**config.mk**
```make
export PLATFORM = sky130hd
export DESIGN_NAME = spi_burst_engine
export DESIGN_NICKNAME = d
export VERILOG_FILES = /design/src/rtl/spi_burst_engine.sv
export SDC_FILE = /design/constraint.sdc
export NUM_CORES = 1
export LEC_CHECK = 0
export ABC_AREA = 1
export BUFFER_PORTS_ARGS = -buffer_cell sky130_fd_sc_hd__clkbuf_2
export CORE_ASPECT_RATIO = 0.5
export CORE_MARGIN = 3
export CORE_UTILIZATION = 50
export DETAILED_ROUTE_END_ITERATION = 10
export GPL_TIMING_DRIVEN = 0
export HOLD_SLACK_MARGIN = 0.15
export PLACE_DENSITY_LB_ADDON = 0.15
export SLEW_MARGIN = 20
export SYNTH_ARGS = -nofsm -noshare
export SYNTH_HDL_FRONTEND = slang
export SYNTH_SLANG_ARGS = --single-unit
```
**constraint.sdc**
```tcl
create_clock -name clk -period 5.6 [get_ports clk]
set_input_delay 0.56 -clock clk [delete_from_list [all_inputs] [get_ports clk]]
set_output_delay 0.56 -clock clk [all_outputs]
set_load 0.02 [all_outputs]
```
**src/rtl/spi_burst_engine.sv**
```systemverilog
// ============================================================================
// Module   : spi_burst_engine
// Purpose  : Multi-byte SPI transfer engine between the CPU bus and spi_ctrl.
//            TX bytes are queued in a FIFO and handed to spi_ctrl one byte at
//            a time; received bytes are collected in an RX FIFO. A fill
//            counter generates 0xFF bytes (SD-card block reads).
// Ports    : clk, rst_n        - clock, asynchronous active-low reset
//            i_bus_addr[1:0]   - 0=CTRL 1=TXDATA 2=RXDATA 3=STATUS/FILL
//            i_bus_wdata[15:0] - bus write data
//            i_bus_wr_n        - write strobe, active-low, one cycle
//            i_bus_rd_n        - read strobe, active-low, one cycle
//            o_bus_rdata[15:0] - read data, combinational from i_bus_addr
//            o_spi_datain      - to spi_ctrl: [15:8] TX byte, [7:0] control
//            o_spi_wrh_n       - to spi_ctrl: one-cycle start strobe, active-low
//            i_spi_dataout     - from spi_ctrl: [15:8] RX byte, [7] busy
//            o_irq             - transfer-done interrupt
// Config   : SPI_BURST_IRQ_EN - when defined, CTRL[8] enables a registered
//            level interrupt; when undefined o_irq is tied low.
// Revision : 1.0 - initial release
// ============================================================================
`default_nettype none

module spi_burst_engine #(
  parameter int DEPTH_LOG2 = 4
) (
  input  logic        clk,
  input  logic        rst_n,
  input  logic [1:0]  i_bus_addr,
  input  logic [15:0] i_bus_wdata,
  input  logic        i_bus_wr_n,
  input  logic        i_bus_rd_n,
  output logic [15:0] o_bus_rdata,
  output logic [15:0] o_spi_datain,
  output logic        o_spi_wrh_n,
  input  logic [15:0] i_spi_dataout,
  output logic        o_irq
);

  localparam logic [DEPTH_LOG2:0] c_PTR_ONE  = {{DEPTH_LOG2{1'b0}}, 1'b1};
  localparam logic [DEPTH_LOG2:0] c_FULL_LVL = {1'b1, {DEPTH_LOG2{1'b0}}};

  typedef enum logic [1:0] {
    S_IDLE   = 2'd0,
    S_ISSUE  = 2'd1,
    S_WSTART = 2'd2,
    S_WDONE  = 2'd3
  } state_t;

  state_t              r_state, w_state_next;
  logic [6:0]          r_ctrl, r_ctrl_act;
  logic [15:0]         r_fill_cnt;
  logic [7:0]          r_tx_byte;
  logic                r_tx_ovf;
  logic [7:0]          r_tx_mem [0:(1<<DEPTH_LOG2)-1];
  logic [7:0]          r_rx_mem [0:(1<<DEPTH_LOG2)-1];
  logic [DEPTH_LOG2:0] r_tx_wptr, r_tx_rptr, r_rx_wptr, r_rx_rptr;
  logic [DEPTH_LOG2:0] w_tx_level, w_rx_level;
  logic                w_tx_empty, w_tx_full, w_rx_empty, w_rx_full;
  logic                w_wr_ctrl, w_wr_tx, w_wr_fill, w_rd_rx, w_rd_stat, w_flush;
  logic                w_tx_push, w_tx_pop, w_rx_push, w_rx_pop, w_fill_dec;
  logic                w_can_start, w_start, w_done, w_busy, w_irq_en;
  logic [7:0]          w_tx_head, w_rx_head;
  logic [15:0]         w_status;
  logic                w_unused;

  assign w_unused = ^{i_spi_dataout[6:0], i_bus_wdata[15:8]};

  // ---------------- bus decode ----------------
  assign w_wr_ctrl = !i_bus_wr_n && (i_bus_addr == 2'd0);
  assign w_wr_tx   = !i_bus_wr_n && (i_bus_addr == 2'd1);
  assign w_wr_fill = !i_bus_wr_n && (i_bus_addr == 2'd3);
  assign w_rd_rx   = !i_bus_rd_n && (i_bus_addr == 2'd2);
  assign w_rd_stat = !i_bus_rd_n && (i_bus_addr == 2'd3);
  assign w_flush   = w_wr_ctrl && i_bus_wdata[7];

  // ---------------- FIFO status ----------------
  // Pointers carry one extra bit so full and empty are distinguishable.
  assign w_tx_level = r_tx_wptr - r_tx_rptr;
  assign w_rx_level = r_rx_wptr - r_rx_rptr;
  assign w_tx_empty = (w_tx_level == '0);
  assign w_rx_empty = (w_rx_level == '0);
  assign w_tx_full  = (w_tx_level == c_FULL_LVL);
  assign w_rx_full  = (w_rx_level == c_FULL_LVL);
  assign w_tx_head  = r_tx_mem[r_tx_rptr[DEPTH_LOG2-1:0]];
  assign w_rx_head  = r_rx_mem[r_rx_rptr[DEPTH_LOG2-1:0]];

  // Pushes test the full flag as it stands, so a push into a full FIFO is
  // dropped even if a pop happens in the same cycle.
  assign w_tx_push  = w_wr_tx && !w_tx_full && !w_flush;
  assign w_rx_pop   = w_rd_rx && !w_rx_empty;
  assign w_can_start = r_ctrl[5] && (!w_tx_empty || (r_fill_cnt != 16'd0))
                       && (!w_rx_full || r_ctrl[6]);
  assign w_tx_pop   = w_start && !w_tx_empty;
  assign w_fill_dec = w_start && w_tx_empty;
  // Discard decision uses the snapshot taken when the byte started.
  assign w_rx_push  = w_done && !r_ctrl_act[6] && !w_rx_full && !w_flush;
  assign w_busy     = (r_state != S_IDLE) || !w_tx_empty || (r_fill_cnt != 16'd0);

  // ---------------- FSM ----------------
  always_ff @(posedge clk or negedge rst_n) begin
    if (!rst_n) r_state <= S_IDLE;
    else        r_state <= w_state_next;
  end

  always_comb begin
    w_state_next = r_state;
    w_start      = 1'b0;
    w_done       = 1'b0;
    o_spi_wrh_n  = 1'b1;
    case (r_state)
      S_IDLE: begin
        if (w_can_start) begin
          w_start      = 1'b1;
          w_state_next = S_ISSUE;
        end
      end
      S_ISSUE: begin
        o_spi_wrh_n  = 1'b0;
        w_state_next = S_WSTART;
      end
      S_WSTART: begin
        // spi_ctrl raises busy one cycle after it sees the strobe.
        if (i_spi_dataout[7]) w_state_next = S_WDONE;
      end
      S_WDONE: begin
        if (!i_spi_dataout[7]) begin
          w_done       = 1'b1;
          w_state_next = S_IDLE;
        end
      end
      default: w_state_next = S_IDLE;
    endcase
  end

  // ---------------- datapath registers ----------------
  always_ff @(posedge clk or negedge rst_n) begin
    if (!rst_n) begin
      r_tx_wptr  <= '0;
      r_tx_rptr  <= '0;
      r_rx_wptr  <= '0;
      r_rx_rptr  <= '0;
      r_fill_cnt <= 16'd0;
      r_ctrl     <= 7'd0;
      r_ctrl_act <= 7'd0;
      r_tx_byte  <= 8'd0;
      r_tx_ovf   <= 1'b0;
    end else begin
      if (w_flush) begin
        // Flush empties both FIFOs; it overrides any push in this cycle.
        r_tx_rptr <= r_tx_wptr;
        r_rx_rptr <= r_rx_wptr;
      end else begin
        if (w_tx_push) r_tx_wptr <= r_tx_wptr + c_PTR_ONE;
        if (w_tx_pop)  r_tx_rptr <= r_tx_rptr + c_PTR_ONE;
        if (w_rx_push) r_rx_wptr <= r_rx_wptr + c_PTR_ONE;
        if (w_rx_pop)  r_rx_rptr <= r_rx_rptr + c_PTR_ONE;
      end

      if (w_flush)         r_fill_cnt <= 16'd0;
      else if (w_wr_fill)  r_fill_cnt <= i_bus_wdata;
      else if (w_fill_dec) r_fill_cnt <= r_fill_cnt - 16'd1;

      if (w_wr_ctrl) r_ctrl <= i_bus_wdata[6:0];
      // Control seen by spi_ctrl only tracks CTRL between bytes.
      if (r_state == S_IDLE) r_ctrl_act <= r_ctrl;

      if (w_tx_pop)        r_tx_byte <= w_tx_head;
      else if (w_fill_dec) r_tx_byte <= 8'hFF;

      if (w_wr_tx && w_tx_full) r_tx_ovf <= 1'b1;
      else if (w_rd_stat)       r_tx_ovf <= 1'b0;
    end
  end

  always_ff @(posedge clk) begin
    if (w_tx_push) r_tx_mem[r_tx_wptr[DEPTH_LOG2-1:0]] <= i_bus_wdata[7:0];
    if (w_rx_push) r_rx_mem[r_rx_wptr[DEPTH_LOG2-1:0]] <= i_spi_dataout[15:8];
  end

  // Bit 6 (rx_discard) is an engine-only setting and is never sent.
  assign o_spi_datain = {r_tx_byte, 2'b00, r_ctrl_act[5:0]};

  // ---------------- interrupt ----------------
`ifdef SPI_BURST_IRQ_EN
  logic r_irq_en;
  logic r_irq;
  always_ff @(posedge clk or negedge rst_n) begin
    if (!rst_n) begin
      r_irq_en <= 1'b0;
      r_irq    <= 1'b0;
    end else begin
      if (w_wr_ctrl) r_irq_en <= i_bus_wdata[8];
      r_irq <= r_irq_en && (r_state == S_IDLE) && w_tx_empty && (r_fill_cnt == 16'd0);
    end
  end
  assign w_irq_en = r_irq_en;
  assign o_irq    = r_irq;
`else
  assign w_irq_en = 1'b0;
  assign o_irq    = 1'b0;
`endif

  // ---------------- read mux ----------------
  always_comb begin
    w_status                 = 16'd0;
    w_status[15]             = w_busy;
    w_status[14]             = w_tx_full;
    w_status[13]             = w_tx_empty;
    w_status[12]             = w_rx_full;
    w_status[11]             = w_rx_empty;
    w_status[10]             = r_tx_ovf;
    w_status[DEPTH_LOG2:0]   = w_rx_level;
    o_bus_rdata              = 16'd0;
    case (i_bus_addr)
      2'd0:    o_bus_rdata = {7'd0, w_irq_en, 1'b0, r_ctrl};
      2'd2:    o_bus_rdata = w_rx_empty ? 16'd0 : {8'h00, w_rx_head};
      2'd3:    o_bus_rdata = w_status;
      default: o_bus_rdata = 16'd0;
    endcase
  end

endmodule

`default_nettype wire
```
==> results of run 1 <==
-- power by group --
| part | switching [W] | internal (W) |
|---|---|---|
| Clock | 0.000852 | 0.00106 |
| Sequential | 0.000210 | 0.00278 |
| Combinational | 0.00206 | 0.000944 |
| Total | 0.00312 | 0.00478 |
-- critical path, delay by kind of cell, from the launching register on --
| kind | cells | cell delay [ns] |
|---|---|---|
| AOI/OAI and AO/OA | 1 | 0.14 |
| DFF | 1 | 0.38 |
| and+or+nand+nor | 4 | 0.93 |
| buffers and inverters | 5 | 1.14 |
| adders and majority gates | 1 | 0.48 |
-- Yosys cell counts (8+ instances only) --
cell	instances
or2_2	10
dfrtp_1	61
buf_2	9
o211ai_1	16
o221ai_1	18
ha_1	25
a22oi_1	9
clkbuf_1	46
edfxtp_1	256
inv_1	65
nor2_1	168
a21oi_1	44
nand3_1	89
o21ai_0	110
o311ai_0	8
nand2_1	230
buf_4	13
o22ai_1	18
xor2_1	16
nand4_1	11
-- through the flow --
stage | worst slack (ns) | total power (W) | hold slack, ns | util (%) | area [sq um]
finish | 1.393 | 0.007900 | 0.3068 | 58.46 | 15850
global route | 1.205 | 0.008368 | 0.3296 | 58.46 | 15850
CTS | 1.403 | 0.007895 | 0.2949 | 58.46 | 15850
detailed placement | 1.859 | 0.005996 | 0.4973 | 55.12 | 14950
global placement | 1.916 | 0.005917 | 0.4946 | 55.03 | 14920
floorplan | 2.599 | 0.005015 | 0.2644 | - | 14160
-- logic make-up after synthesis --
kind of cell	count (synthesis)	synth area share [%]
adders and majority gates	26	2.353
muxes	7	0.5484
AOI/OAI and AO/OA	249	10.58
buffers and inverters	142	4.246
other	1	0.02651
and+or+nand+nor	530	15.99
DFF	317	65.14
xor gates and xnor gates	18	1.115
-- state kept, by name, summed over array words and instances, names as in the netlist --
signal	count
r_rx_mem	128
r_ctrl	7
r_fill_cnt	16
r_tx_byte	8
r_tx_wptr	5
r_state	2
r_tx_ovf	1
r_ctrl_act	7
r_tx_mem	128
r_rx_rptr	5
r_tx_rptr	5
r_rx_wptr	5
-- final timing paths --
check                                         startpoint                        end  slack (ns)  cells past startpoint
worst min-delay path                          i_bus_rd_n       r_tx_ovf$_DFFE_PN0P_        0.31                      3
worst max-delay path            r_rx_rptr[1]$_DFFE_PN0P_             o_bus_rdata[3]        1.39                     11
max in group asynchronous                          rst_n  r_fill_cnt[6]$_DFFE_PN0P_        4.56                      3
min in group asynchronous                          rst_n   r_rx_wptr[3]$_DFFE_PN0P_        0.49                      2
worst min register to register  r_tx_byte[4]$_DFFE_PN0P_   r_tx_byte[4]$_DFFE_PN0P_        0.51                      2
worst max register to register  r_rx_rptr[1]$_DFFE_PN0P_  r_rx_mem[12][3]$_DFFE_PP_        1.81                     12
-- layer usage --
layer,track usage [%],routed length (um),up-vias
li1,-,-,4730
met1,32.38,15480,4904
met2,38.31,17100,356
met3,4.300,2473,55
met4,5.753,801,0
met5,0,0,-
-- cells in the final DEF, fill, tap and decap left out, types with 29 or more instances in the layout --
master,instances
dfrtp_1,61
clkbuf_1,55
a21oi_1,44
nand2_1,230
clkbuf_2,58
o21ai_0,110
nand3_1,89
inv_1,65
edfxtp_1,256
clkbuf_16,29
nor2_1,168
-- layout make-up --
| cell class | count | area (sq um) |
|---|---|---|
| fillers | 2330 | 11260 |
| flip-flops and latches | 317 | 9214 |
| multi-input cells | 835 | 4345 |
| clock buffers | 39 | 773.2 |
| well taps | 374 | 467.9 |
| plain buffers | 71 | 334.1 |
| repair buffers | 61 | 327.8 |
| inverters | 71 | 266.5 |
| clock inverters | 13 | 123.9 |
-- timing repair --
action	in CTS	in global routing
hold buffers	1	0
buffers inserted	0	0
hold endpoints to repair	25	0
resized for setup	0	0
==> qor.yml, run 1 <==
run_status:
  outcome: "complete, no violations"
drt:
  vias_per_cell: 5.640
  route.vias.total: 10050
  drt-initial-drc-count: 923
  firstDrtPassIters: 5
  drt_wl_total_um: 35850
  wl_per_cell_um: 20.13
  ant_nets: 0
  drcViolationCount: 0
synth:
  syn_avg_cell_area_sq_um: 10.96
  synth_top_area_share_pct: 54.35
  seq_area_frac_synth_pct: 65.14
  synth_area_leader_cell: "edfxtp_1"
  yosysWarnings: 0
  ys_types: 49
  syn_inst: 1290
  synth_edf_count: 256
  synthTopCellsByArea: "edfxtp_1 54%, dfrtp_1 11%, nand2_1 6.1%"
  synth-async-reset-ratio_pct: 19.24
  yosys_register_bits: 317
  ys.flop_type: "edfxtp_1"
  synth_area_sq_um: 14140
global_route:
  grt_pass1_vias: 9636
  grt_pass1_wl_um: 54920
  antenna_found_initial: 0
  grt_usage_pct: 23.28
  grt_max_degree: 37
  grt.overflow.total: 0
sta:
  fin_crit_sh_pct: 75.12
  max-slew-margin-rel_pct: 42.60
  rsz0062_at_grt: "false"
  period_needed_ns: 4.207
  slew_viol_final: 0
  setup_viol: 0
  fin_tns_setup_ns: 0
  max_freq_mhz: 237.7
  worstMarginPinSlew_ns: 0.8579
  fin_skew_ns: 0.01426
  hold_viol_final: 0
layout:
  final_layout_size_suffix_gt1_share_pct: 11.30
  final_nets: 1449
  syn2layout_area_growth_pct: 12.07
  n_antenna_cell: 0
  final_cells: 1781
cts:
  clk_latency_ns: 0.56
  ctsHtreeMaxLevel: 1
  cts_buffers: 28
  clock_path_buffers: 3
  cts_root_buffer: "clkbuf_16"
  cts_sinks: 317
  clk_pin_slew_worst_paths_ns: 0.07
  cts_tree: "yes"
pwr:
  ir_drop_mv: 0.3034
  cellLeakagePower_nw: 6.045
  cellPowerDensity_nw_per_um2: 498.4
floorplan:
  initial_core_util_pct: 52.16
  fp.dieH_um: 124.9
  ioPinCount: 72
  die-area_sq_um: 30470
  chipWidth_um: 243.9
  rows: 42
  core_area_sq_um: 27120
setup_path:
  end_kind: "output port"
  crit_slowest_cell: "fa_1"
  crit_arrival_ns: 3.65
  path_class: "reg2out"
  path_common_cell: "buf_2"
  cp.required_ns: 5.04
  slowest_delay_ns: 0.48
  cp-start-kind: "register"
  path_cells: "buf_2 -> inv_1 -> buf_2 -> buf_2 -> fa_1 -> or2_0 -> nor2_2 -> nand3_2 -> nand4_1 -> o211ai_1 -> clkbuf_2"
  worstPathMaxFanout: 11
run:
  cap_violations: 0
place:
  hpwl_um: 24000
  dp_cells: 1728
  io_buffers: 59
  gp_congestion: 0.9032
hold_path:
  hold_class: "in2reg"
Power figures use the tool's default switching activity.
==> run 2: changes to the inputs <==
--- a/config.mk
+++ b/config.mk
@@ -5,7 +5,7 @@
 export SDC_FILE = /design/constraint.sdc
 export NUM_CORES = 1
 export LEC_CHECK = 0
-export ABC_AREA = 1
+export ABC_AREA = 0
 export BUFFER_PORTS_ARGS = -buffer_cell sky130_fd_sc_hd__clkbuf_2
 export CORE_ASPECT_RATIO = 0.5
 export CORE_MARGIN = 3
==> constraint.sdc (replaced) <==
create_clock -name clk -period 4.3 [get_ports clk]
set_input_delay 0.43 -clock clk [delete_from_list [all_inputs] [get_ports clk]]
set_output_delay 0.43 -clock clk [all_outputs]
set_load 0.02 [all_outputs]
==> run 2 against run 1 <==
Global-route usage is 2.9 points lower. Wire length shrank 21%. Worst hold slack lost 0.12 ns. Clock skew down 0.0046 ns. Setup slack worse by 1.2 ns. Cell count down 30%. Flip-flop and latch count did not move. Design area down 3.8%. Critical endpoint is now o_bus_rdata[2].
==> qor.yml, run 2 <==
synth:
  syn_avg_cell_area_sq_um: 17.30
  synthMuxAreaShare_pct: 14.84
  yosysWarnings: 0
  yosysMostFrequentCell: "edfxtp_1"
  synth_area_sq_um: 13490
  synthXorXnorAreaFrac_pct: 1.938
  synth_edf_count: 256
  synth-compound-area-share_pct: 4.052
  synth-async-reset-ratio_pct: 19.24
  synthAdderAreaFrac_pct: 2.466
  yosys_register_bits: 317
  ys.flop_type: "edfxtp_1"
  synth_area_leader_cell: "edfxtp_1"
  yosys.area_share.simple_pct: 6.185
  synthTopCellsByArea: "edfxtp_1 57%, mux4_2 13%, dfrtp_1 11%"
  seq_area_frac_synth_pct: 68.28
  synth_top_family_by_area: "multiplexers"
  synthTopCellsByCount: "256 x edfxtp_1, 80 x mux4_2, 61 x dfrtp_1"
  syn_inst: 780
  ys_types: 61
  synth_top_area_share_pct: 56.97
setup_path:
  rr_worst_depth: 12
  worstPathMaxFanout: 10
  ff2ff_setup_slack_ns: 0.38
  cp-startpoint: "r_rx_rptr[1]$_DFFE_PN0P_"
  crit_arrival_ns: 3.64
  crit_end: "o_bus_rdata[2]"
  cp.required_ns: 3.87
  cp-start-kind: "register"
  worstReg2RegStart: "r_tx_rptr[1]$_DFFE_PN0P_"
  timing.rr.end: "r_tx_mem[13][1]$_DFFE_PP_"
  end_kind: "output port"
  path_class: "reg2out"
layout:
  final_nets: 941
  n_antenna_cell: 0
  final_layout_size_suffix_gt1_share_pct: 26.39
  layout_common_cells: "256 x edfxtp_1, 80 x mux4_2, 62 x clkbuf_2"
  final_common_cell: "edfxtp_1"
  syn2layout_area_growth_pct: 12.98
pwr:
  power_w: 0.009534
  ir_drop_mv: 0.2701
  cellPowerDensity_nw_per_um2: 625.3
  cellLeakagePower_nw: 5.286
sta:
  fin_crit_sh_pct: 94.76
  hold_viol_final: 0
  max_freq_mhz: 245.4
  rsz0062_at_grt: "false"
  slew_viol_final: 0
  fin_skew_ns: 0.009617
  fin_tns_setup_ns: 0
  worstMarginPinSlew_ns: 0.8800
  max-slew-margin-rel_pct: 41.33
  fin_ws_ns: 0.2251
  period_needed_ns: 4.075
  setup_viol: 0
floorplan:
  rows: 41
  chipWidth_um: 238.3
  core_area_sq_um: 25850
  die-area_sq_um: 29120
  initial_core_util_pct: 52.19
  fp.dieH_um: 122.2
  ioPinCount: 72
run:
  cap_violations: 0
global_route:
  grt_usage_pct: 20.41
  grt_pass1_vias: 7330
  antenna_found_initial: 0
  grt_pass1_wl_um: 44150
  grt.overflow.total: 0
  grt_max_degree: 32
drt:
  ant_nets: 0
  drcViolationCount: 0
  drt_wl_total_um: 28400
  vias_per_cell: 5.814
  route.vias.total: 7221
  firstDrtPassIters: 4
  drt-initial-drc-count: 559
  wl_per_cell_um: 22.87
place:
  post-place-ws_ns: -0.2310
  hpwl_um: 19030
  io_buffers: 59
  gp_congestion: 0.7921
cts:
  cts_sinks: 317
  cts_root_buffer: "clkbuf_16"
  clk_pin_slew_worst_paths_ns: 0.07
  clk_latency_ns: 0.55
  cts_buffers: 27
  ctsHtreeMaxLevel: 1
  clock_path_buffers: 3
  post_cts_buffers: 0
  cts_tree: "yes"
hold_path:
  hold_class: "in2reg"
run_status:
  outcome: "complete, no violations"
-- run 2: cell count changes after synthesis, moves of 16 or more --
| cell | change |
|---|---|
| a21oi_1 | -22 |
| nand2_1 | -206 |
| mux4_2 | +80 |
| clkbuf_1 | -19 |
| inv_1 | -43 |
| o221ai_1 | -16 |
| o22ai_1 | -18 |
| xnor2_1 | +21 |
| o21ai_0 | -84 |
| and2_1 | +17 |
| nor2_1 | -133 |
| nand3_1 | -82 |
-- run 2: cell families (layout without fill, tap and decap cells) --
logic type | after synthesis | in the layout
DFF | 317 | 317
other | 1 | 5
AOI/OAI and AO/OA | 87 | 87
buffers and inverters | 68 | 182
adders and majority gates | 26 | 26
and+or+nand+nor | 154 | 154
xor gates and xnor gates | 29 | 29
muxes | 98 | 98
-- run 2: worst min-delay path by stage --
| stage | startpoint | slack, ns | cells after the start | to |
|---|---|---|---|---|
| floorplan | rst_n | 0.13 | 0 | r_ctrl[0]$_DFFE_PN0P_ |
| global placement | r_tx_byte[6]$_DFFE_PN0P_ | 0.47 | 1 | r_tx_byte[6]$_DFFE_PN0P_ |
| detailed placement | rst_n | 0.45 | 1 | r_tx_byte[7]$_DFFE_PN0P_ |
| CTS | i_bus_wdata[10] | 0.16 | 3 | r_fill_cnt[10]$_DFFE_PN0P_ |
| global route | i_bus_wdata[10] | 0.20 | 3 | r_fill_cnt[10]$_DFFE_PN0P_ |
| finish | i_bus_wdata[10] | 0.18 | 3 | r_fill_cnt[10]$_DFFE_PN0P_ |
-- run 2: final cells by class --
| class | instances | area (sq um) |
|---|---|---|
| buffer | 43 | 214.0 |
| clock buffer | 30 | 706.9 |
| clock inverter | 20 | 181.4 |
| fill | 1990 | 10610 |
| inverter | 23 | 86.33 |
| multi-input combinational | 399 | 4044 |
| sequential | 317 | 9215 |
| tap | 344 | 430.4 |
| timing repair buffer | 66 | 367.9 |
-- run 2: what timing repair did --
action | in CTS | in global routing
endpoints found under the setup margin | 227 | 67
endpoints found under the hold margin | 31 | 0
hold buffers | 2 | 0
resized for setup | 10 | 10
-- run 2: critical path: stages, from the launching register on --
cell	delay, ns
dfrtp_2	0.50
clkbuf_4	0.30
inv_1	0.10
fa_1	0.43
a21o_1	0.21
a21oi_2	0.23
xnor2_1	0.13
o311ai_1	0.49
clkbuf_2	0.29
nand2b_1	0.14
o211ai_1	0.10
clkbuf_2	0.17
-- run 2: metrics by stage --
| step | std cells | hold WS, ns | area, sq um | util (%) |
|---|---|---|---|---|
| floorplan | 784 | 0.1344 | 13510 | - |
| global placement | 1187 | 0.4714 | 14230 | 55.06 |
| detailed placement | 1192 | 0.4478 | 14310 | 55.34 |
| CTS | 1243 | 0.1648 | 15230 | 58.91 |
| global route | 1242 | 0.2038 | 15250 | 58.97 |
| finish | 1242 | 0.1819 | 15250 | 58.97 |
-- run 2: metal layers --
layer | up-vias | GRT usage (%) | part of all wire (%)
li1 | 3268 | - | -
met1 | 3731 | 28.59 | 44
met2 | 178 | 33.94 | 49
met3 | 44 | 3.868 | 5.0
met4 | 0 | 4.563 | 2.1
met5 | - | 0 | 0
-- run 2: power by group --
part,internal (W),switching [W],total [W]
registers,0.00360,0.000231,0.00383
logic,0.00147,0.00177,0.00324
clock network,0.00137,0.00110,0.00247
